==> config.mk <==
export PLATFORM = sky130hd
export DESIGN_NAME = product_bcd_converter_flat
export DESIGN_NICKNAME = d
export VERILOG_FILES = /design/src/rtl/product_bcd_converter_if.sv /design/src/rtl/product_bcd_converter.sv /design/src/flat_wrapper.sv
export SDC_FILE = /design/constraint.sdc
export NUM_CORES = 1
export LEC_CHECK = 0
export CAP_MARGIN = 20
export CORE_ASPECT_RATIO = 1.25
export CORE_UTILIZATION = 40
export CTS_CLUSTER_SIZE = 14
export DETAILED_ROUTE_END_ITERATION = 10
export GPL_TIMING_DRIVEN = 0
export PLACE_DENSITY = 0.71
export SKIP_CTS_REPAIR_TIMING = 1
export SLEW_MARGIN = 0
export SYNTH_ARGS = -nofsm -noshare
export SYNTH_HDL_FRONTEND = slang
export SYNTH_SLANG_ARGS = --single-unit
export TNS_END_PERCENT = 1
==> constraint.sdc <==
create_clock -name clk -period 2.57 [get_ports clk]
set_input_delay 0.6425 -clock clk [delete_from_list [all_inputs] [get_ports clk]]
set_output_delay 0.6425 -clock clk [all_outputs]
set_load 0.01 [all_outputs]
==> src/rtl/product_bcd_converter_if.sv <==
// Handshake and result bus between the signed multiplier, the BCD converter and the display stage.
// The master drives the load request; the slave returns busy/done and the BCD digits.
interface product_bcd_converter_if #(
  parameter int DW_2 = 8
);
  logic            load;
  logic            sign;
  logic [DW_2-1:0] product;
  logic            busy;
  logic            done;
  logic            bcd_sign;
  logic [3:0]      bcd_hundreds;
  logic [3:0]      bcd_tens;
  logic [3:0]      bcd_units;

  modport master (
    output load, sign, product,
    input  busy, done, bcd_sign, bcd_hundreds, bcd_tens, bcd_units
  );

  modport slave (
    input  load, sign, product,
    output busy, done, bcd_sign, bcd_hundreds, bcd_tens, bcd_units
  );
endinterface

==> src/rtl/product_bcd_converter.sv <==
// Double-dabble binary-to-BCD converter, one bit per clock; done pulses DW_2 cycles after load.
// No backpressure: a load seen while a conversion is running is dropped.
module product_bcd_converter #(
  parameter int DW_2   = 8,
  parameter int DIGITS = 3
) (
  input  logic                    clk,
  input  logic                    rst,
  product_bcd_converter_if.slave  bus
);
  localparam int SW = DIGITS * 4;
  localparam int CW = (DW_2 > 1) ? $clog2(DW_2) : 1;

  typedef enum logic {IDLE, CONV} state_t;

  state_t          state;
  logic [DW_2-1:0] bin;
  logic [SW-1:0]   scratch;
  logic [SW-1:0]   adj;
  logic [SW-1:0]   scratch_nxt;
  logic [CW-1:0]   cnt;
  logic            sign_q;
  logic            nz_q;
  logic            last;

  always_comb begin
    adj = scratch;
    for (int i = 0; i < DIGITS; i++) begin
      if (scratch[i*4 +: 4] >= 4'd5) begin
        adj[i*4 +: 4] = scratch[i*4 +: 4] + 4'd3;
      end
    end
  end

  // Adjusted scratch shifts left, pulling in the next binary MSB.
  assign scratch_nxt = {adj[SW-2:0], bin[DW_2-1]};
  assign last        = (cnt == CW'(DW_2 - 1));

  always_ff @(posedge clk or posedge rst) begin
    if (rst) begin
      state            <= IDLE;
      bin              <= '0;
      scratch          <= '0;
      cnt              <= '0;
      sign_q           <= 1'b0;
      nz_q             <= 1'b0;
      bus.busy         <= 1'b0;
      bus.done         <= 1'b0;
      bus.bcd_sign     <= 1'b0;
      bus.bcd_hundreds <= 4'd0;
      bus.bcd_tens     <= 4'd0;
      bus.bcd_units    <= 4'd0;
    end else begin
      bus.done <= 1'b0;
      case (state)
        IDLE: begin
          if (bus.load) begin
            bin      <= bus.product;
            scratch  <= '0;
            sign_q   <= bus.sign;
            nz_q     <= |bus.product;
            cnt      <= '0;
            bus.busy <= 1'b1;
            state    <= CONV;
          end
        end
        CONV: begin
          scratch <= scratch_nxt;
          bin     <= {bin[DW_2-2:0], 1'b0};
          cnt     <= cnt + CW'(1);
          if (last) begin
            bus.bcd_hundreds <= scratch_nxt[11:8];
            bus.bcd_tens     <= scratch_nxt[7:4];
            bus.bcd_units    <= scratch_nxt[3:0];
            // A zero magnitude is always displayed as positive.
            bus.bcd_sign     <= sign_q & nz_q;
            bus.done         <= 1'b1;
            bus.busy         <= 1'b0;
            state            <= IDLE;
          end
        end
        default: state <= IDLE;
      endcase
    end
  end
endmodule

==> src/flat_wrapper.sv <==
// flat-port wrapper written by rule: the top's interface ports become plain ports
module product_bcd_converter_flat 
#(
  parameter int DW_2   = 8,
  parameter int DIGITS = 3
)
  (clk, rst, bus_load, bus_sign, bus_product, bus_busy, bus_done, bus_bcd_sign, bus_bcd_hundreds, bus_bcd_tens, bus_bcd_units);
  product_bcd_converter_if #(.DW_2(DW_2)) bus_i ();
  input  logic clk;
  input  logic rst;
  input wire logic [$bits(bus_i.load)-1:0] bus_load;
  input wire logic [$bits(bus_i.sign)-1:0] bus_sign;
  input wire logic [$bits(bus_i.product)-1:0] bus_product;
  output wire logic [$bits(bus_i.busy)-1:0] bus_busy;
  output wire logic [$bits(bus_i.done)-1:0] bus_done;
  output wire logic [$bits(bus_i.bcd_sign)-1:0] bus_bcd_sign;
  output wire logic [$bits(bus_i.bcd_hundreds)-1:0] bus_bcd_hundreds;
  output wire logic [$bits(bus_i.bcd_tens)-1:0] bus_bcd_tens;
  output wire logic [$bits(bus_i.bcd_units)-1:0] bus_bcd_units;
  assign bus_i.load = bus_load;
  assign bus_i.sign = bus_sign;
  assign bus_i.product = bus_product;
  assign bus_busy = bus_i.busy;
  assign bus_done = bus_i.done;
  assign bus_bcd_sign = bus_i.bcd_sign;
  assign bus_bcd_hundreds = bus_i.bcd_hundreds;
  assign bus_bcd_tens = bus_i.bcd_tens;
  assign bus_bcd_units = bus_i.bcd_units;
  product_bcd_converter #(.DW_2(DW_2), .DIGITS(DIGITS)) u_core (.clk(clk), .rst(rst), .bus(bus_i));
endmodule
---- Word-level counts from Yosys, hierarchy flattened ----
Index checks and enable logic that the tools add are counted.
storage, ports and cells
  bits in registers ....................... 41
  input bits .............................. 12
  output and inout bits ................... 15
  logic and storage cells ................. 45
cells by class
  add/subtract/negate cells ............... 4
  magnitude comparators ................... 3
  equality and inequality tests ........... 3
  mux-type cells .......................... 17
  bitwise gates (word level) .............. 2
  reduce and logical (&&, ||, !) cells .... 4
operators by type and width
  cell                                                                    number
  12-bit one-hot mux with 2 select lines                                  1
  8-bit one-hot mux with 2 select lines                                   1
  4-bit by 3-bit >= comparator with 1-bit output (second input constant)  3
  12-bit two-way mux                                                      1
  4-bit by 2-bit adder with 4-bit output (second input constant)          2
  4-bit two-way mux                                                       2
  8-bit two-way mux                                                       1
  8-bit OR reduction                                                      1
  1-bit two-way mux                                                       6
  3-bit two-way mux                                                       2
  3-bit one-hot mux with 2 select lines                                   1
  2-bit AND reduction                                                     3
  2-bit != test (second input constant)                                   2
  1-bit one-hot mux with 2 select lines                                   2
  3-bit by 1-bit adder with 3-bit output (second input constant)          1
  3-bit by 2-bit adder with 3-bit output (second input constant)          1
  3-bit == test (second input constant)                                   1
  1-bit bitwise AND                                                       1
  1-bit inverter                                                          1

---- Longest topological paths before layout ----
Gate-level depths: netlist of run 1.
  depth after elaboration ................. 3
  mapped depth ............................ 7
  depth with buffers taken out ............ 6

---- Least setup slack after synthesis of run 1 ----
OpenSTA, ideal clock, no wires.
  path kind ............................... input-to-reg
  start point ............................. in bus_load
  end point ............................... reg u_core.sign_q
  library setup time ...................... 0.125 ns
  arrival time ............................ 1.387 ns
  path slack .............................. 1.058 ns
  stages on the path ...................... 3
  path buffers ............................ 1
  path through ............................ buf_2 nor2b_1 mux2_2
between the ends
  word-level cells in the longest chain between the ends .. 1
RTL lines
  element                               RTL line                     text
  start, declared                       flat_wrapper.sv:11           input wire logic [$bits(bus_i.load)-1:0] bus_load;
  2-bit AND reduction (no source line)  --
  end signal, assigned                  product_bcd_converter.sv:60  sign_q <= bus.sign;
  end, declared                         product_bcd_converter.sv:22  logic sign_q;
Every way passes these cells.
A chain may end at the register's enable or synchronous reset.

---- Worst setup path in the final report of run 1 ----
  start point ............................. reg u_core.bus.bcd_units[0]
  end point ............................... out bus_bcd_units[0]
RTL lines
  element                 RTL line                        text
  start, declared         product_bcd_converter_if.sv:23  output busy, done, bcd_sign, bcd_hundreds, bcd_tens, bcd_units
  start signal, assigned  product_bcd_converter.sv:74     bus.bcd_units <= scratch_nxt[3:0];
  end, declared           flat_wrapper.sv:19              output wire logic [$bits(bus_i.bcd_units)-1:0] bus_bcd_units;
No word-level cell between the ends.

==> results of run 1 <==
-- power groups by stage --
| stage | registers [W] | logic (W) | clock network [W] |
|---|---|---|---|
| after global routing | 0.00112 | 0.00181 | 0.000454 |
| final | 0.00108 | 0.00159 | 0.000422 |
| after global placement | 0.00109 | 0.00155 | 0 |
| after floorplan | 0.00111 | 0.00106 | 0 |
| after detailed placement | 0.00110 | 0.00158 | 0 |
| after CTS | 0.00109 | 0.00159 | 0.000434 |
-- sequential cells by signal (all words and copies together), names as in the netlist --
signal	count
u_core.scratch	12
u_core.bin	8
u_core.bus.bcd_hundreds	4
u_core.bus.bcd_tens	4
u_core.bus.bcd_units	4
u_core.cnt	3
u_core.bus.bcd_sign	1
u_core.bus.busy	1
u_core.bus.done	1
u_core.nz_q	1
u_core.sign_q	1
u_core.state	1
-- per-layer routing --
metal,vias up,wire [um],GRT usage (%)
met3,10,193,4.945
met5,-,0,0
met4,0,98,7.544
li1,851,-,-
met2,42,2184,30.30
met1,829,2004,22.86
-- cell type report --
class	instances	share of cell area, %
Sequential cell	41	40.63
Inverter	10	1.487
Tap cell	62	3.072
Timing Repair Buffer	25	9.911
Clock buffer	7	3.419
Buffer	15	2.874
Multi-Input combinational cell	153	38.60
-- per-stage QoR --
| stage | util, % | total power, W | setup WS, ns | area (um2) |
|---|---|---|---|---|
| 3_3_place_gp | 48.00 | 0.002639 | 0.08194 | 2439 |
| 6_report | 49.70 | 0.003094 | 0.7396 | 2525 |
| 2_1_floorplan | - | 0.002174 | 0.9815 | 2111 |
| 4_1_cts | 49.70 | 0.003109 | 0.7234 | 2525 |
| 3_5_place_dp | 48.00 | 0.002677 | 0.7903 | 2439 |
| 5_1_grt | 49.70 | 0.003381 | 0.6867 | 2525 |
-- worst min-delay path: stages, from the launching register on --
cell and delay, ns:
dfrtp_1 0.35, nand2_1 0.05, nand3_1 0.05
-- layout by cell type, fill, tap and decap left out, types with 2 or more instances in the layout --
master | Yosys | final
dfrtp_1 | 41 | 41
nand2_1 | 32 | 32
clkdlybuf4s50_1 | 0 | 25
o21ai_0 | 17 | 17
nand3_1 | 13 | 13
mux2i_1 | 10 | 10
clkbuf_1 | 8 | 9
nor2_1 | 9 | 9
ha_1 | 8 | 8
inv_1 | 8 | 7
nand4_1 | 6 | 6
a21oi_1 | 6 | 6
nor3b_1 | 6 | 6
clkbuf_8 | 0 | 6
nor2b_1 | 5 | 5
o31ai_1 | 5 | 5
buf_2 | 4 | 4
nand2b_1 | 4 | 4
a2111o_1 | 4 | 4
nor4_1 | 4 | 4
buf_4 | 3 | 3
inv_2 | 2 | 3
a211o_1 | 3 | 3
a31oi_1 | 3 | 3
a211oi_1 | 2 | 2
nor3_1 | 2 | 2
a311o_1 | 2 | 2
or4_1 | 2 | 2
-- synthesized netlist by cell type, types with 2 or more instances --
cell type	instances	area share, %
nand4_1	6	1.8
clkbuf_1	8	1.4
dfrtp_1	41	49
inv_1	8	1.4
or4_1	2	0.71
nand2_1	32	5.7
mux2i_1	10	4.7
nand3_1	13	3.1
nor2b_1	5	1.5
o31ai_1	5	1.8
a311o_1	2	0.95
nor2_1	9	1.6
nand2b_1	4	1.2
inv_2	2	0.36
a21oi_1	6	1.4
buf_4	3	1.1
o21ai_0	17	4.0
buf_2	4	0.95
nor3_1	2	0.47
a211o_1	3	1.2
a31oi_1	3	0.89
ha_1	8	4.7
a2111o_1	4	2.1
nor3b_1	6	2.1
nor4_1	4	1.2
a211oi_1	2	0.71
-- worst max path at each step --
stage                                  to               startpoint
5_1_grt                  bus_bcd_units[2]  u_core.bus.bcd_units[2]
3_3_place_gp           u_core.scratch[10]                      rst
2_1_floorplan               u_core.bin[0]                      rst
6_report                 bus_bcd_units[0]  u_core.bus.bcd_units[0]
3_5_place_dp   u_core.bus.bcd_hundreds[3]                      rst
4_1_cts                  bus_bcd_units[0]  u_core.bus.bcd_units[0]
-- cells by family (layout without fill, tap and decap cells) --
group / Yosys count / count (layout)
and+or+nand+nor: 85 / 85
buffers and inverters: 25 / 57
AOI/OAI and AO/OA: 49 / 49
muxes: 11 / 11
adders and majority gates: 8 / 8
DFF: 41 / 41
==> reports/results.ini, run 1 <==
[placed_design]
place_hpwl_mm = 3.110
io_buffers = 25
dpl.cell_count = 306
gp_congestion = 0.8487

[power]
leakagePower_nw = 1.096
p_sw_share_pct = 40.38
powerDensity_nw_per_um2 = 1226
p_switching_w = 0.001249
ir_worst_vdd_uv = 496.4
intPower_w = 0.001845
power_frac_clock_pct = 13.6
power_frac_comb_pct = 51.3
p_seq_share_pct = 35.0

[timing]
fin_skew_ns = 0.003491
tightestPinTransition_ns = 0.8311
fin_hold_ws_ns = 0.4785
fin_crit_sh_pct = 71.22
fin_setup_tns_ns = 0
slew_viol_final = 0
rsz0062_at_grt = no
fin_crit_ns = 1.830
setup_violations = 0
hold_viol_final = 0
max_slew_margin_pct = 44.51
clock.fmax_mhz = 546.3

[synthesis]
synth_fp_nets = 239
yosysWarnings = 0
synthXorXnorAreaFrac_pct = 0
synth_top_family_by_area = simple AND/OR/NAND/NOR gates
ys_seq_elements = 41
synth_edf_count = 0
synth_flop_cell = dfrtp_1
synth.mux.area_fraction_pct = 5.276
seq_area_frac_synth_pct = 48.61
yosysUniqueCellTypes = 36
yosys.area_share.simple_pct = 20.15
synth_fa_ha_area_share_pct = 4.742
synthesis.area_um2 = 2111
synth_cells = 219
synth_compound_gate_area_share_pct = 16.00
async_flop_share_pct = 100.0
avgSynthCellArea_um2 = 9.638

[cts]
clockBufferDepth = 2
root_buffer = clkbuf_8
cts_inserted_buffers = 5
cts_tree = yes
clkTransAtPathRegs_ns = 0.07
insertion_delay_ns = 0.29
clock_sinks = 41
h-tree-depth = 2

[critical_path]
r2r_start = u_core.scratch[4]
worstSetupEndpointType = output port
cp_top_family = buffers and inverters
r2r_cells = 5
crit_path_cell_trace = clkdlybuf4s50_1
path_buf_inv = 1
cpMaxStageDelayCell = clkdlybuf4s50_1
r2r-end = u_core.scratch[6]
r2r_slack_ns = 0.89
cp_slowest_stage_delay_ns = 0.55
worst_ep_arrival_time_ns = 1.19
cp.depth = 1
criticalPathCategory = flip-flop to output port
worstSetupStartpointType = flip-flop
critical_path_required_ns = 1.93
worstPathMaxFanout = 2

[cells_and_area]
stdcell_count = 313
seqCellArea_um2 = 1026
diodes = 0
area.growth.synth_to_final_pct = 19.62
drive_gt1_share_pct = 7.570
fill_cells = 494
nets = 271
multiInputGateArea_um2 = 974.7

[job]
cap_violations = 0

[grt]
grt_usage_pct = 18.63
grt_pass1_wl_mm = 7.941
grt_pass1_vias = 1755
grt_max_degree = 42
antenna_found_initial = 0
overflow = 0

[hold_path]
min_path_type = flip-flop to flip-flop
hp-start = u_core.bus.bcd_tens[0]
hold_depth = 2
hold_path_end = u_core.bus.bcd_tens[0]

[detailed_routing]
wl_per_cell_um = 14.32
vias = 1732
drc = 0
drt_wl_total_mm = 4.481
antenna_left = 0
viasPerCell = 5.534
drt-initial-drc-count = 57
drt_first_pass_iters = 4

[floorplan]
io_pins = 27
core_area_um2 = 5080
initial_utilization_pct = 41.55
die_w_um = 66.98
dieArea_um2 = 5573
die_h_um = 83.22
core.rowCount = 29

[run_status]
outcome = complete, no violations

(Power assumes the default switching activity.)
==> run 2: changes to the inputs <==
- PLACE_DENSITY: 0.71 -> 0.73
- clock period: 2.57 -> 1.6 ns (I/O delays scaled with it)
==> reports/results.ini, run 2 (synthesis gave the netlist of run 1 again) <==
[run_status]
outcome = complete, no violations

[cts]
insertion_delay_ns = 0.29  ; about the same
cts_inserted_buffers = 5  ; unchanged
clock_sinks = 41  ; unchanged
clockBufferDepth = 2  ; unchanged
cts_tree = yes
root_buffer = clkbuf_8
clkTransAtPathRegs_ns = 0.07  ; about the same
h-tree-depth = 2  ; unchanged

[timing]
fin_skew_ns = 0.003726  ; +0.0002353 ns
clock.fmax_mhz = 629.8
fin_crit_sh_pct = 99.23
hold_viol_final = 0  ; unchanged
fin_crit_ns = 1.588
max_slew_margin_pct = 43.61  ; -0.90 points
tightestPinTransition_ns = 0.8446  ; +0.01353 ns
slew_viol_final = 0  ; unchanged
setup_violations = 0  ; unchanged
rsz0062_at_grt = yes
fin_hold_ws_ns = 0.4720  ; -0.006577 ns

[critical_path]
worstPathMaxFanout = 6  ; +4
worst_ep_arrival_time_ns = 1.77  ; +0.58 ns
worstSetupStartpointType = flip-flop
worstSetupEndpointType = flip-flop
critical_path_required_ns = 1.78  ; -0.15 ns
criticalPathCategory = flip-flop to flip-flop

[cells_and_area]
nets = 271  ; unchanged
area.growth.synth_to_final_pct = 24.30
fill_cells = 480  ; -2.8%
mostFrequentLayoutCells = dfrtp_1 (41), nand2_1 (32), o21ai_0 (17)
drive_gt1_share_pct = 13.15  ; +5.6 points
stdcell_count = 313  ; unchanged
reg.largest.list = u_core.scratch x12, u_core.bin x8
diodes = 0  ; unchanged
multiInputGateArea_um2 = 1015  ; +4.1%
final_common_cell = dfrtp_1
largest-register = u_core.scratch
largest_register_ffs = 12  ; unchanged
seqCellArea_um2 = 1026  ; unchanged

[detailed_routing]
drc = 0  ; unchanged
viasPerCell = 5.572  ; +0.69%
drt_wl_total_mm = 4.425  ; -1.2%
drt_first_pass_iters = 4  ; unchanged
wl_per_cell_um = 14.14  ; -1.2%
antenna_left = 0  ; unchanged
vias = 1744  ; +0.69%
drt-initial-drc-count = 84  ; +47%

[grt]
grt_pass1_wl_mm = 7.769  ; -2.2%
grt_max_degree = 42  ; unchanged
antenna_found_initial = 0  ; unchanged
grt_pass1_vias = 1690  ; -3.7%
overflow = 0  ; unchanged
grt_usage_pct = 18.00  ; -0.63 points

[floorplan]
dieArea_um2 = 5573  ; unchanged
io_pins = 27  ; unchanged
die_w_um = 66.98  ; unchanged
core.rowCount = 29  ; unchanged
initial_utilization_pct = 41.55  ; unchanged
core_area_um2 = 5080  ; unchanged
die_h_um = 83.22  ; unchanged

[placed_design]
dpl.cell_count = 306  ; unchanged
place_hpwl_mm = 3.057  ; -1.7%
io_buffers = 25  ; unchanged
gp_congestion = 0.8182  ; -3.6%

[power]
powerDensity_nw_per_um2 = 1963  ; +60%
leakagePower_nw = 1.288  ; +18%
power_w = 0.005151  ; +66%
ir_worst_vdd_uv = 876.8  ; +77%

[job]
cap_violations = 0  ; unchanged

[hold_path]
min_path_type = flip-flop to flip-flop

## run 2: cell types whose count changed in the layout (fill, tap and decap cells not counted), sizes merged
cell / delta
bufinv: +1
clkbuf: -2
clkdlybuf4s50: -14
clkinv: +1
dlymetal6s2s: +14
## run 2: final cells by class
class | instances | share of cell area [%]
flip-flops and latches | 41 | 39.10
multi-input cells | 153 | 38.67
repair buffers | 25 | 10.87
well taps | 62 | 2.957
plain buffers | 15 | 2.909
clock buffers | 5 | 2.623
inverters | 10 | 1.526
clock inverters | 2 | 1.335
## run 2: worst paths after layout
kind	start	to	slack, ns	cells after the start
setup reg to reg	u_core.scratch[4]	u_core.scratch[6]	0.01	5
hold reg to reg	u_core.bus.bcd_units[3]	u_core.bus.bcd_units[3]	0.47	2
max in group asynchronous	rst	u_core.scratch[9]	0.47	2
min in group asynchronous	rst	u_core.sign_q	0.60	2
hold / removal	u_core.bus.bcd_units[3]	u_core.bus.bcd_units[3]	0.47	2
setup / recovery	u_core.scratch[4]	u_core.scratch[6]	0.01	5
## run 2: critical path, stage by stage (launching register included)
cell and delay [ns]:
dfrtp_1 0.43, inv_2 0.13, ha_2 0.21, nand2b_1 0.13
a211o_1 0.33, a32o_1 0.25
## run 2: metal layers
| layer | track usage, % | share of wire [%] |
|---|---|---|
| met4 | 5.029 | 1.6 |
| met3 | 3.709 | 4.0 |
| met2 | 27.55 | 49 |
| met1 | 25.54 | 46 |
| met5 | 0 | 0 |
## run 2: power breakdown
part | switching (W) | internal (W)
Clock | 0.000337 | 0.000453
Sequential | 0.000253 | 0.00150
Combinational | 0.00146 | 0.00115
Total | 0.00205 | 0.00310
## run 2: stage by stage
stage / setup TNS, ns / area (um2) / setup slack, ns / util (%)
6_report: 0 / 2624 / 0.01226 / 51.65
2_1_floorplan: 0 / 2111 / 0.09729 / -
3_5_place_dp: -0.2512 / 2439 / -0.05876 / 48.00
5_1_grt: -0.2429 / 2624 / -0.08451 / 51.65
3_3_place_gp: -26.44 / 2439 / -0.6427 / 48.00
4_1_cts: -0.4284 / 2542 / -0.06673 / 50.05
==> run 3: changes to the inputs <==
- ABC_AREA: default -> 1
- PLACE_DENSITY: 0.73 -> 0.74
==> reports/results.ini, run 3 <==
[critical_path]
worstSetupStartpointType = flip-flop
critical_path_required_ns = 1.20  ; -0.58 ns
cp.depth = 1  ; -4
cp_top_family = buffers and inverters
criticalPathCategory = flip-flop to output port
cpMaxStageDelayCell = clkdlybuf4s50_1
r2r-end = u_core.bus.bcd_sign
r2r_cells = 6  ; +1
worstSetupEndpointType = output port
crit_path_cell_trace = clkdlybuf4s50_1
r2r_start = u_core.cnt[0]
worstPathMaxFanout = 1  ; -5
worst_ep_arrival_time_ns = 1.14  ; -0.63 ns
cp_slowest_stage_delay_ns = 0.52  ; +0.09 ns
r2r_slack_ns = 0.20  ; +0.19 ns
path_buf_inv = 1  ; unchanged

[detailed_routing]
wl_met3_um = 163  ; -7.4%
viasPerCell = 4.912  ; -12%
drt_wl_total_mm = 3.755  ; -15%
wl_met1_mm = 1.680  ; -17%
wl_per_cell_um = 11.85  ; -16%
antenna_left = 0  ; unchanged
vias = 1557  ; -11%
dr_wl_met2_mm = 1.845  ; -15%
drt-initial-drc-count = 58  ; -31%
route.top_layer_used = met4
drt_first_pass_iters = 4  ; unchanged
drc = 0  ; unchanged

[cells_and_area]
reg.largest.list = u_core.scratch x12, u_core.bin x8
final_common_cell = nand2_1
fin_util_pct = 51.06  ; -0.59 points
drive_gt1_share_pct = 8.171  ; -5.0 points
nets = 276  ; +1.8%
area.growth.synth_to_final_pct = 23.09
diodes = 0  ; unchanged
mostFrequentLayoutCells = nand2_1 (74), dfrtp_1 (41), inv_1 (24)
largest-register = u_core.scratch
largest_register_ffs = 12  ; unchanged

[cts]
cts_tree = yes
clkTransAtPathRegs_ns = 0.08  ; about the same
clockBufferDepth = 2  ; unchanged
h-tree-depth = 2  ; unchanged
root_buffer = clkbuf_8
clock_sinks = 41  ; unchanged
cts_inserted_buffers = 5  ; unchanged
insertion_delay_ns = 0.29  ; about the same

[synthesis]
synth_area_leaders = dfrtp_1 (52%), nand2_1 (14%), ha_1 (5.1%), nand3_1 (5.1%), inv_1 (4.8%)
synth_flop_cell = dfrtp_1
ys_top_cells_by_count = nand2_1 (74), dfrtp_1 (41), inv_1 (25)
seq_area_frac_synth_pct = 52.30  ; +3.7 points
synth.largest_area_cell = dfrtp_1
synth_fp_nets = 243  ; +1.7%
synth_edf_count = 0  ; unchanged
avgSynthCellArea_um2 = 8.798  ; -8.7%
synthesis.area_um2 = 1962  ; -7.1%
synth_most_common_cell = nand2_1
async_flop_share_pct = 100.0  ; unchanged
yosysWarnings = 0  ; unchanged
synth_cells = 223  ; +1.8%
yosysUniqueCellTypes = 24  ; -33%
ys_seq_elements = 41  ; unchanged
synth_top_area_share_pct = 52.30  ; +3.7 points

[floorplan]
io_pins = 27  ; unchanged
initial_utilization_pct = 41.48  ; -0.070 points
core.rowCount = 28  ; -3.4%
die_w_um = 64.64  ; -3.5%
dieArea_um2 = 5191  ; -6.9%
die_h_um = 80.30  ; -3.5%
core_area_um2 = 4730  ; -6.9%

[grt]
overflow = 0  ; unchanged
grt_pass1_vias = 1532  ; -9.3%
grt_max_degree = 42  ; unchanged
grt_pass1_wl_mm = 6.486  ; -17%
grt_usage_pct = 16.63  ; -1.4 points
antenna_found_initial = 0  ; unchanged

[timing]
fin_skew_ns = 0.006811  ; +0.003085 ns
setup_violations = 0  ; unchanged
fin_crit_sh_pct = 96.13  ; -3.1 points
tightestPinTransition_ns = 0.8330  ; -0.01163 ns
fin_crit_ns = 1.538  ; -0.04965 ns
hold_viol_final = 0  ; unchanged
fin_setup_tns_ns = 0  ; unchanged
max_slew_margin_pct = 44.39  ; +0.78 points
rsz0062_at_grt = no
clock.fmax_mhz = 650.2  ; +3.2%
slew_viol_final = 0  ; unchanged

[run_status]
outcome = complete, no violations

[placed_design]
gp_congestion = 0.7819  ; -4.4%
io_buffers = 26  ; +4.0%
place_hpwl_mm = 2.666  ; -13%

[hold_path]
hold_path_end = u_core.bus.bcd_hundreds[0]
hp-start = u_core.bus.bcd_hundreds[0]
hold_depth = 2  ; unchanged
min_path_type = flip-flop to flip-flop

[power]
leakagePower_nw = 1.371  ; +6.4%
ir_worst_vdd_uv = 770.3  ; -12%
powerDensity_nw_per_um2 = 1949  ; -0.74%

[job]
cap_violations = 0  ; unchanged

## run 3: cell types whose count changed in the layout (fill, tap and decap cells not counted), moves of 7 or more
| cell | delta |
|---|---|
| nand3_1 | +7 |
| inv_1 | +20 |
| o21ai_0 | -7 |
| mux2i_1 | -10 |
| nand2_1 | +42 |
## run 3: worst max path at each step
stage / slack (ns) / startpoint / to
floorplan: 0.25 / rst / u_core.bin[0]
global placement: -0.59 / rst / u_core.scratch[9]
detailed placement: -0.03 / bus_load / u_core.bin[1]
CTS: -0.02 / u_core.bus.bcd_units[0] / bus_bcd_units[0]
global route: 0.02 / u_core.bus.done / bus_done
finish: 0.06 / u_core.bus.done / bus_done
## run 3: kinds of logic after synthesis
| family | count (synthesis) | synth area share, % |
|---|---|---|
| adder cells (fa/ha/maj) | 8 | 5.102 |
| AND/OR/NAND/NOR | 114 | 25.70 |
| buffers and inverters | 34 | 8.546 |
| flip-flops | 41 | 52.30 |
| AO/OA/AOI/OAI | 26 | 8.355 |
## run 3: final cells by class
class                           instances  area, um2
Fill cell                             466       2315
Sequential cell                        41       1026
Multi-Input combinational cell        148      768.2
Timing Repair Buffer                   26      295.3
Inverter                               29      123.9
Tap cell                               60      75.07
Clock buffer                            6      72.57
Buffer                                  5      43.79
Clock inverter                          2      10.01
## run 3: per-layer routing
metal  GRT usage [%]  vias up
met5               0        -
met3           4.403        5
met2           28.11       39
li1                -      792
met1           19.29      721
met4           8.222        0
## run 3: power breakdown
| part | switching (W) | leakage [nW] | internal [W] |
|---|---|---|---|
| clock network | 0.000347 | 0.0450 | 0.000302 |
| logic | 0.00130 | 0.816 | 0.000953 |
| registers | 0.000276 | 0.510 | 0.00153 |
| total | 0.00192 | 1.37 | 0.00278 |
## run 3: metrics by stage
step	setup slack (ns)	cells	total power (W)	cell area [um2]	hold slack, ns
finish	0.06191	317	0.004705	2415	0.4761
global placement	-0.5899	309	0.004047	2297	0.4627
global route	0.01704	317	0.005179	2415	0.4961
CTS	-0.02139	317	0.004789	2380	0.4836
floorplan	0.2540	223	0.003380	1962	0.4491
detailed placement	-0.03454	309	0.004127	2297	0.4665
